### src/rtl/pc_sequencer.sv
// Program-counter sequencer for picoMIPS: hold, increment, jump, branch and call/return.
// pc, depth and both sticky error flags are all registers, so no input reaches an output combinationally.
module pc_sequencer #(
  parameter int ADDR_WIDTH   = 5,
  parameter int OFFSET_WIDTH = 5,
  parameter int STACK_DEPTH  = 4,
  parameter int FLAG_WIDTH   = 3
) (
  input  logic                             clock,
  input  logic                             reset,
  input  logic                             enable,
  input  logic [2:0]                       op,
  input  logic [2:0]                       cond,
  input  logic [FLAG_WIDTH-1:0]            flags,
  input  logic [ADDR_WIDTH-1:0]            target,
  input  logic [OFFSET_WIDTH-1:0]          offset,
  output logic [ADDR_WIDTH-1:0]            pc,
  output logic [$clog2(STACK_DEPTH+1)-1:0] depth,
  output logic                             stack_overflow,
  output logic                             stack_underflow
);

  localparam int DEPTH_W = $clog2(STACK_DEPTH + 1);
  localparam int IDX_W   = (STACK_DEPTH > 1) ? $clog2(STACK_DEPTH) : 1;

  localparam logic [2:0] OP_HOLD   = 3'd0;
  localparam logic [2:0] OP_INC    = 3'd1;
  localparam logic [2:0] OP_JUMP   = 3'd2;
  localparam logic [2:0] OP_BRANCH = 3'd3;
  localparam logic [2:0] OP_CALL   = 3'd4;
  localparam logic [2:0] OP_RET    = 3'd5;

  logic [ADDR_WIDTH-1:0]        r_pc;
  logic [DEPTH_W-1:0]           r_depth;
  logic                         r_ovf;
  logic                         r_unf;
  logic [ADDR_WIDTH-1:0]        r_stack [STACK_DEPTH];

  logic [ADDR_WIDTH-1:0]        w_pc_nxt;
  logic [DEPTH_W-1:0]           w_depth_nxt;
  logic                         w_ovf_nxt;
  logic                         w_unf_nxt;
  logic                         w_push;
  logic                         w_taken;
  logic                         w_full;
  logic [ADDR_WIDTH-1:0]        w_pc_inc;
  logic signed [ADDR_WIDTH-1:0] w_off_ext;
  logic [IDX_W-1:0]             w_push_idx;
  logic [IDX_W-1:0]             w_pop_idx;

  // Flag order is {V,N,Z}: bit 2 = V, bit 1 = N, bit 0 = Z.
  function automatic logic cond_taken(input logic [2:0] c, input logic [FLAG_WIDTH-1:0] f);
    logic t;
    case (c)
      3'd0:    t = 1'b1;
      3'd1:    t = f[0];
      3'd2:    t = ~f[0];
      3'd3:    t = f[1];
      3'd4:    t = ~f[1];
      3'd5:    t = f[2];
      3'd6:    t = ~f[2];
      3'd7:    t = 1'b0;
      default: t = 1'b0;
    endcase
    return t;
  endfunction

  assign w_taken    = cond_taken(cond, flags);
  assign w_pc_inc   = r_pc + {{(ADDR_WIDTH-1){1'b0}}, 1'b1};
  assign w_off_ext  = ADDR_WIDTH'($signed(offset));
  assign w_full     = (r_depth == DEPTH_W'(STACK_DEPTH));
  assign w_push_idx = IDX_W'(r_depth);
  assign w_pop_idx  = IDX_W'(r_depth - {{(DEPTH_W-1){1'b0}}, 1'b1});

  // Next-state selection for pc, stack depth and sticky flags.
  always_comb begin
    w_pc_nxt    = r_pc;
    w_depth_nxt = r_depth;
    w_ovf_nxt   = r_ovf;
    w_unf_nxt   = r_unf;
    w_push      = 1'b0;
    if (enable) begin
      case (op)
        OP_HOLD:   w_pc_nxt = r_pc;
        OP_INC:    w_pc_nxt = w_pc_inc;
        OP_JUMP:   w_pc_nxt = w_taken ? target : w_pc_inc;
        OP_BRANCH: w_pc_nxt = w_taken ? (r_pc + w_off_ext) : w_pc_inc;
        OP_CALL: begin
          w_pc_nxt = target;
          if (w_full) begin
            w_ovf_nxt = 1'b1;
          end else begin
            w_push      = 1'b1;
            w_depth_nxt = r_depth + {{(DEPTH_W-1){1'b0}}, 1'b1};
          end
        end
        OP_RET: begin
          if (r_depth != {DEPTH_W{1'b0}}) begin
            w_pc_nxt    = r_stack[w_pop_idx];
            w_depth_nxt = r_depth - {{(DEPTH_W-1){1'b0}}, 1'b1};
          end else begin
            w_pc_nxt  = w_pc_inc;
            w_unf_nxt = 1'b1;
          end
        end
        default:   w_pc_nxt = w_pc_inc;
      endcase
    end else begin
      w_pc_nxt = r_pc;
    end
  end

  // Sequencer state registers with synchronous reset.
  always_ff @(posedge clock) begin
    if (reset) begin
      r_pc    <= {ADDR_WIDTH{1'b0}};
      r_depth <= {DEPTH_W{1'b0}};
      r_ovf   <= 1'b0;
      r_unf   <= 1'b0;
    end else begin
      r_pc    <= w_pc_nxt;
      r_depth <= w_depth_nxt;
      r_ovf   <= w_ovf_nxt;
      r_unf   <= w_unf_nxt;
    end
  end

  // Return-address storage; contents are meaningless above depth so no reset is needed.
  always_ff @(posedge clock) begin
    if (w_push) begin
      r_stack[w_push_idx] <= w_pc_inc;
    end
  end

  assign pc              = r_pc;
  assign depth           = r_depth;
  assign stack_overflow  = r_ovf;
  assign stack_underflow = r_unf;

endmodule

### config.mk
export PLATFORM = sky130hd
export DESIGN_NAME = pc_sequencer
export DESIGN_NICKNAME = d
export VERILOG_FILES = /design/src/rtl/pc_sequencer.sv
export SDC_FILE = /design/constraint.sdc
export NUM_CORES = 1
export LEC_CHECK = 0
export BUFFER_PORTS_ARGS = -buffer_cell sky130_fd_sc_hd__buf_4
export CORE_MARGIN = 3
export CORE_UTILIZATION = 50
export DETAILED_ROUTE_END_ITERATION = 8
export PLACE_DENSITY_LB_ADDON = 0.25
export SLEW_MARGIN = 10
export SYNTH_ARGS = -nofsm -noshare
export SYNTH_HDL_FRONTEND = slang
export SYNTH_SLANG_ARGS = --single-unit
export TNS_END_PERCENT = 10
### constraint.sdc
create_clock -name clock -period 5.9 [get_ports clock]
set_input_delay 0.295 -clock clock [delete_from_list [all_inputs] [get_ports clock]]
set_output_delay 0.295 -clock clock [all_outputs]
set_load 0.005 [all_outputs]
==> summary.txt, run 1 <==
Outcome
  – Outcome: finished clean

CTS
  – Clock Tree Root: clkbuf_4
  – Hold-fix buffers, CTS: 0
  – Post-cts repair resize count: 0
  – CTS Buf Count: 5
  – Max clock buf depth: 2
  – CTS tree: yes
  – Clock Latency Late Sink: 0.33 ns
  – Htree depth: 2
  – Clock Sinks: 30
  – Setup Fix Bufs, Post-CTS: 0
  – Clock transition at the registers of the reported paths: 0.09 ns

Timing
  – Worst slew pin tran: 0.561 ns
  – Final TNS setup: 0 ns
  – Finish-stage setup viols: 0
  – Final worst setup slack: 3.65 ns
  – Pins Over Slew Limit: 0
  – Tmin final: 2.25 ns
  – Tcrit/Tclk final: 0.381
  – F_max: 445 MHz
  – Final Hold Fails: 0
  – Worst hold margin: 0.214 ns
  – Clock Skews: 0.00805 ns
  – Max-Slew Margin vs Limit: 0.625
  – Unrepaired setup endpoints after global routing: false

Worst setup path
  – Worst Setup Start Kind: flop
  – Endpoint class of the critical path: flop
  – FF-to-FF Start: depth[0]$_SDFFE_PP0P_
  – CP max-delay cell: dfxtp_1
  – Worst path arrival time: 2.48 ns
  – Crit. Startpoint: depth[0]$_SDFFE_PP0P_
  – WS Path Type: reg2reg
  – Worst Path Max Fanout: 9
  – Crit path cell chain: inv_1 > ha_1 > ha_1 > a21oi_1 > o211ai_1 > o21ai_0 > a21oi_1
  – Slowest stage delay, CP: 0.61 ns
  – WP data required: 6.13 ns

Global routing
  – Global-route wire length before repair: 5900 um
  – Antenna violations before repair: 0
  – Vias in the first global route: 1269
  – Total track usage: 0.190
  – Total grt overflow: 0
  – Largest net degree at the start of global routing: 12

Yosys
  – Ys async rst share: 0
  – Share of the synthesized area in the top cell type: 0.345
  – Synth Area in Adders: 0.0905
  – Sequential fraction of the synthesis area: 0.460
  – Syn. warnings: 0
  – Synthesized flop and latch total: 30
  – Post-Syn Instances: 156
  – Commonest cells post-synth: 20 x edfxtp_1, 17 x nor2_1, 11 x ha_1
  – Number of synthesized flops with an enable pin: 20
  – Most common cell in the netlist: edfxtp_1
  – Synth cell types: 42
  – Xor/xnor share of the synthesized area: 0.0453
  – Largest family of logic cells by synthesized area: compound AO/OA/AOI/OAI gates
  – Top cells by area, synth: edfxtp_1 34%, dfxtp_1 11%, ha_1 7.9%
  – Synth Area in Simple Gates: 0.132
  – Yosys top cell by area: edfxtp_1
  – Synth Area in Compound Gates: 0.139
  – Synthesized area: 1740 sq um
  – Mapped Nets: 190
  – Multiplexer area fraction after synthesis: 0.0876
  – Syn_area_per_cell: 11.2 sq um
  – Ys flop type: edfxtp_1

Min path
  – Worst Min Path Start: reset
  – HP Class: in2reg

Power
  – Power Dens Cells: 214 nW/um^2
  – Power, Total: 0.000435 W
  – Leakage power figure: 0.808 nW
  – VDD IR max: 0.136 mV

Cells and area
  – Layout cells sized above 1: 0.250
  – N_diodes: 0
  – Post-layout util: 0.640
  – Area Growth Syn to Fin: 16.7%
  – Multi-input gate area: 861 sq um
  – Seq. cell area: 801 sq um
  – Fillers: 273
  – Final #Nets: 221

Drt
  – Detail Route Antenna Nets: 0
  – Drt wl/cell: 15.6 um
  – Total Wirelength: 3630 um
  – Detailed-route DRC error count: 0
  – Vias: 1271
  – Iteration-0 DRC count of the detailed router: 73
  – DR pass1 iterations: 4
  – Vias/cell: 5.48

Placement
  – Port-buffer cells: 31
  – GPL Wtd Cong: 0.857
  – DP Worst Slack: 3.69 ns
  – Post-DP HPWL: 2840 um

Floorplan
  – Die Ht: 65.0 um
  – I/O pin cnt: 32
  – Core Box Area: 3180 sq um
  – Rows: 20
  – Die Width: 65.0 um
  – Die area: 4230 sq um
  – Starting Density: 0.548

Job
  – Maxcap violations: 0
-- area by class of cell --
cell class,instances,area share
inverters,9,0.0166
well taps,44,0.0271
clock buffers,6,0.0203
flip-flops and latches,30,0.394
clock inverters,2,0.00431
repair buffers,31,0.114
multi-input cells,110,0.423
-- stage by stage --
step           cell area (sq um)  cells
3_3_place_gp                1980    224
4_1_cts                     2030    232
2_1_floorplan               1740    156
6_report                    2030    232
3_5_place_dp                1980    224
5_1_grt                     2030    232
-- worst paths after layout --
kind,endpoint,slack [ns],cells past startpoint
worst max register to register,depth[2]$_SDFFE_PP0P_,3.65,7
worst max-delay path,depth[2]$_SDFFE_PP0P_,3.65,7
worst min register to register,stack_underflow$_SDFFE_PP0P_,0.49,2
worst min-delay path,depth[2]$_SDFFE_PP0P_,0.21,2
-- flip-flops by register name, indices dropped and copies added, names as in the netlist --
name,cells
stack_underflow,1
r_stack,20
stack_overflow,1
pc,5
depth,3
-- report_power, final --
group,switching [W],internal (W),total [W],leakage (nW)
combinational,0.0000432,0.0000417,0.0000849,0.514
clock,0.0000663,0.0000446,0.000111,0.0297
sequential,0.00000729,0.000232,0.000239,0.264
total,0.000117,0.000318,0.000435,0.808
-- metal layers --
layer  vias to the layer above  part of all wire  global-route usage
li1                        638                 -                   -
met3                         6             0.074              0.0780
met2                        43              0.45               0.284
met4                         0             0.011              0.0699
met1                       584              0.47               0.247
met5                         -                 0                   0
-- logic make-up after synthesis --
logic type                 Yosys count
AOI/OAI and AO/OA                   36
xor gates and xnor gates             9
adders and majority gates           12
buffers and inverters               16
DFF                                 30
muxes                                9
and+or+nand+nor                     44
-- cell usage in the layout, fill, tap and decap left out, types with 3 or more instances in the layout --
cell type / n
o21ai_0: 7
ha_1: 11
dfxtp_1: 10
a211oi_1: 5
inv_1: 8
nor4_1: 3
buf_4: 31
clkbuf_4: 5
and2_1: 4
xor2_1: 3
nor2_1: 17
xnor2_1: 6
edfxtp_1: 20
nand3_1: 4
a21oi_1: 10
mux2i_1: 4
a31oi_1: 4
nand2_1: 3
mux4_2: 5
-- worst max-delay path: cells and delay by family (launching register included) --
family | cells | cell delay (ns)
buffers and inverters | 1 | 0.17
adder cells (fa/ha/maj) | 2 | 0.48
AO/OA/AOI/OAI | 4 | 0.87
flip-flops | 1 | 0.61
Note: power is estimated with default switching activity, not from simulation.
==> inputs of run 2 (changes only) <==
==> constraint.sdc (replaced) <==
create_clock -name clock -period 2.28 [get_ports clock]
set_input_delay 0.114 -clock clock [delete_from_list [all_inputs] [get_ports clock]]
set_output_delay 0.114 -clock clock [all_outputs]
set_load 0.005 [all_outputs]
==> run 2 against run 1 <==
- critical path depth stayed put
- sequential power grew to 2.6 times the previous value
- utilization increased by 0.79 points
- largest cell class unchanged
- highest routed layer unchanged
==> summary.txt, run 2 (synthesis results as in run 1) <==
Worst setup path
  – WP data required: 2.52 ns
  – Endpoint class of the critical path: flop
  – Worst path arrival time: 2.31 ns
  – Worst Setup Start Kind: flop
  – Worst Path Max Fanout: 6
  – Worst Path Buf+Inv: 0
  – Crit path cell chain: ha_1 > fa_1 > a21o_1 > a21oi_1 > xnor2_1 > a211o_1 > a311oi_2
  – Slowest stage delay, CP: 0.43 ns
  – CP max-delay cell: fa_1
  – WS Path Type: reg2reg
  – Top delay family on crit path: compound AO/OA/AOI/OAI gates

Global routing
  – Total track usage: 0.203
  – Vias in the first global route: 1311
  – Total grt overflow: 0
  – Antenna violations before repair: 0
  – Largest net degree at the start of global routing: 12
  – Global-route wire length before repair: 6380 um

Drt
  – DR pass1 iterations: 4
  – Detailed-route DRC error count: 0
  – Vias/cell: 5.61
  – Drt wl/cell: 16.4 um
  – Total Wirelength: 3840 um
  – Vias: 1312
  – Iteration-0 DRC count of the detailed router: 59
  – Detail Route Antenna Nets: 0

Cells and area
  – Commonest non-fill, non-tap cell in the layout: buf_4
  – Top reg by flops: r_stack
  – Max FFs per register: 20
  – Layout cells sized above 1: 0.263
  – Finished Cell Area: 2060 sq um
  – Commonest cells after routing, fill and taps aside: 33 x buf_4, 20 x edfxtp_1, 17 x nor2_1, 11 x ha_1
  – N_diodes: 0
  – Area Growth Syn to Fin: 18.2%
  – Final #Nets: 223
  – Post-Layout Cell Count: 234

Timing
  – Max-Slew Margin vs Limit: 0.702
  – Clock Skews: 0.00605 ns
  – Worst hold margin: 0.0404 ns
  – Finish-stage setup viols: 0
  – Unrepaired setup endpoints after global routing: false
  – F_max: 482 MHz
  – Tmin final: 2.07 ns
  – Pins Over Slew Limit: 0
  – Worst slew pin tran: 0.444 ns
  – Final Hold Fails: 0
  – Tcrit/Tclk final: 0.909
  – Final TNS setup: 0 ns

Power
  – VDD IR max: 0.332 mV
  – Leakage power figure: 0.825 nW
  – Power Dens Cells: 566 nW/um^2
  – Power, Total: 0.00116 W

CTS
  – Clock Sinks: 30
  – Clock Tree Root: clkbuf_4
  – Htree depth: 2
  – Hold-fix buffers, CTS: 0
  – Setup Fix Bufs, Post-CTS: 0
  – Max clock buf depth: 2
  – CTS Buf Count: 5
  – Post-cts repair resize count: 0
  – Clock Latency Late Sink: 0.32 ns
  – Clock transition at the registers of the reported paths: 0.09 ns
  – CTS tree: yes

Floorplan
  – Rows: 20
  – Starting Density: 0.548
  – Die Width: 65.0 um
  – Die area: 4230 sq um
  – Die Ht: 65.0 um
  – Core Box Area: 3180 sq um
  – I/O pin cnt: 32

Placement
  – Post-DP HPWL: 3010 um
  – Post-placement cell count: 226
  – Area of placed instances: 2000 sq um
  – Port-buffer cells: 31
  – GPL Wtd Cong: 0.878

Job
  – Maxcap violations: 0

Min path
  – HP Class: in2reg

Outcome
  – Outcome: finished clean
==> run 2: path summary, 6_finish.rpt <==
check        cells past startpoint                         from                           to  slack, ns
max                              7           pc[0]$_SDFFE_PP0P_           pc[4]$_SDFFE_PP0P_       0.21
min                              2                        reset        depth[2]$_SDFFE_PP0P_       0.04
max reg2reg                      7           pc[0]$_SDFFE_PP0P_           pc[4]$_SDFFE_PP0P_       0.21
min reg2reg                      2  stack_overflow$_SDFFE_PP0P_  stack_overflow$_SDFFE_PP0P_       0.50
==> run 2: final cells by class <==
| type | count | area [sq um] |
|---|---|---|
| tap | 44 | 55.1 |
| sequential | 30 | 801 |
| fill | 273 | 1120 |
| clock buffer | 7 | 55.1 |
| inverter | 9 | 33.8 |
| timing repair buffer | 33 | 248 |
| multi-input combinational | 110 | 861 |
| clock inverter | 1 | 5.00 |
==> run 2: routing by layer <==
metal,global-route usage,vias to the layer above,share of wire
met2,0.333,46,0.51
met5,0,-,0
met3,0.0693,2,0.060
met1,0.256,626,0.42
met4,0.0518,0,0.0042
li1,-,638,-
==> run 2: metrics by stage <==
step,utilization,setup slack (ns)
floorplan,-,0.290
global placement,0.629,0.309
detailed placement,0.629,0.267
CTS,0.648,0.214
global route,0.648,0.0864
finish,0.648,0.207
==> run 2: power by group <==
group	switching, W	total (W)	leakage [nW]	internal (W)
registers	0.0000169	0.000616	0.264	0.000600
logic	0.000116	0.000225	0.525	0.000109
clock network	0.000173	0.000322	0.0353	0.000149
total	0.000306	0.00116	0.825	0.000858
==> run 2: worst register-to-register path, cell delays in order (launching register included) <==
cell      delay (ns)
dfxtp_1         0.38
ha_1            0.24
fa_1            0.43
a21o_1          0.20
a21oi_1         0.17
xnor2_1         0.10
a211o_1         0.30
a311oi_2        0.18
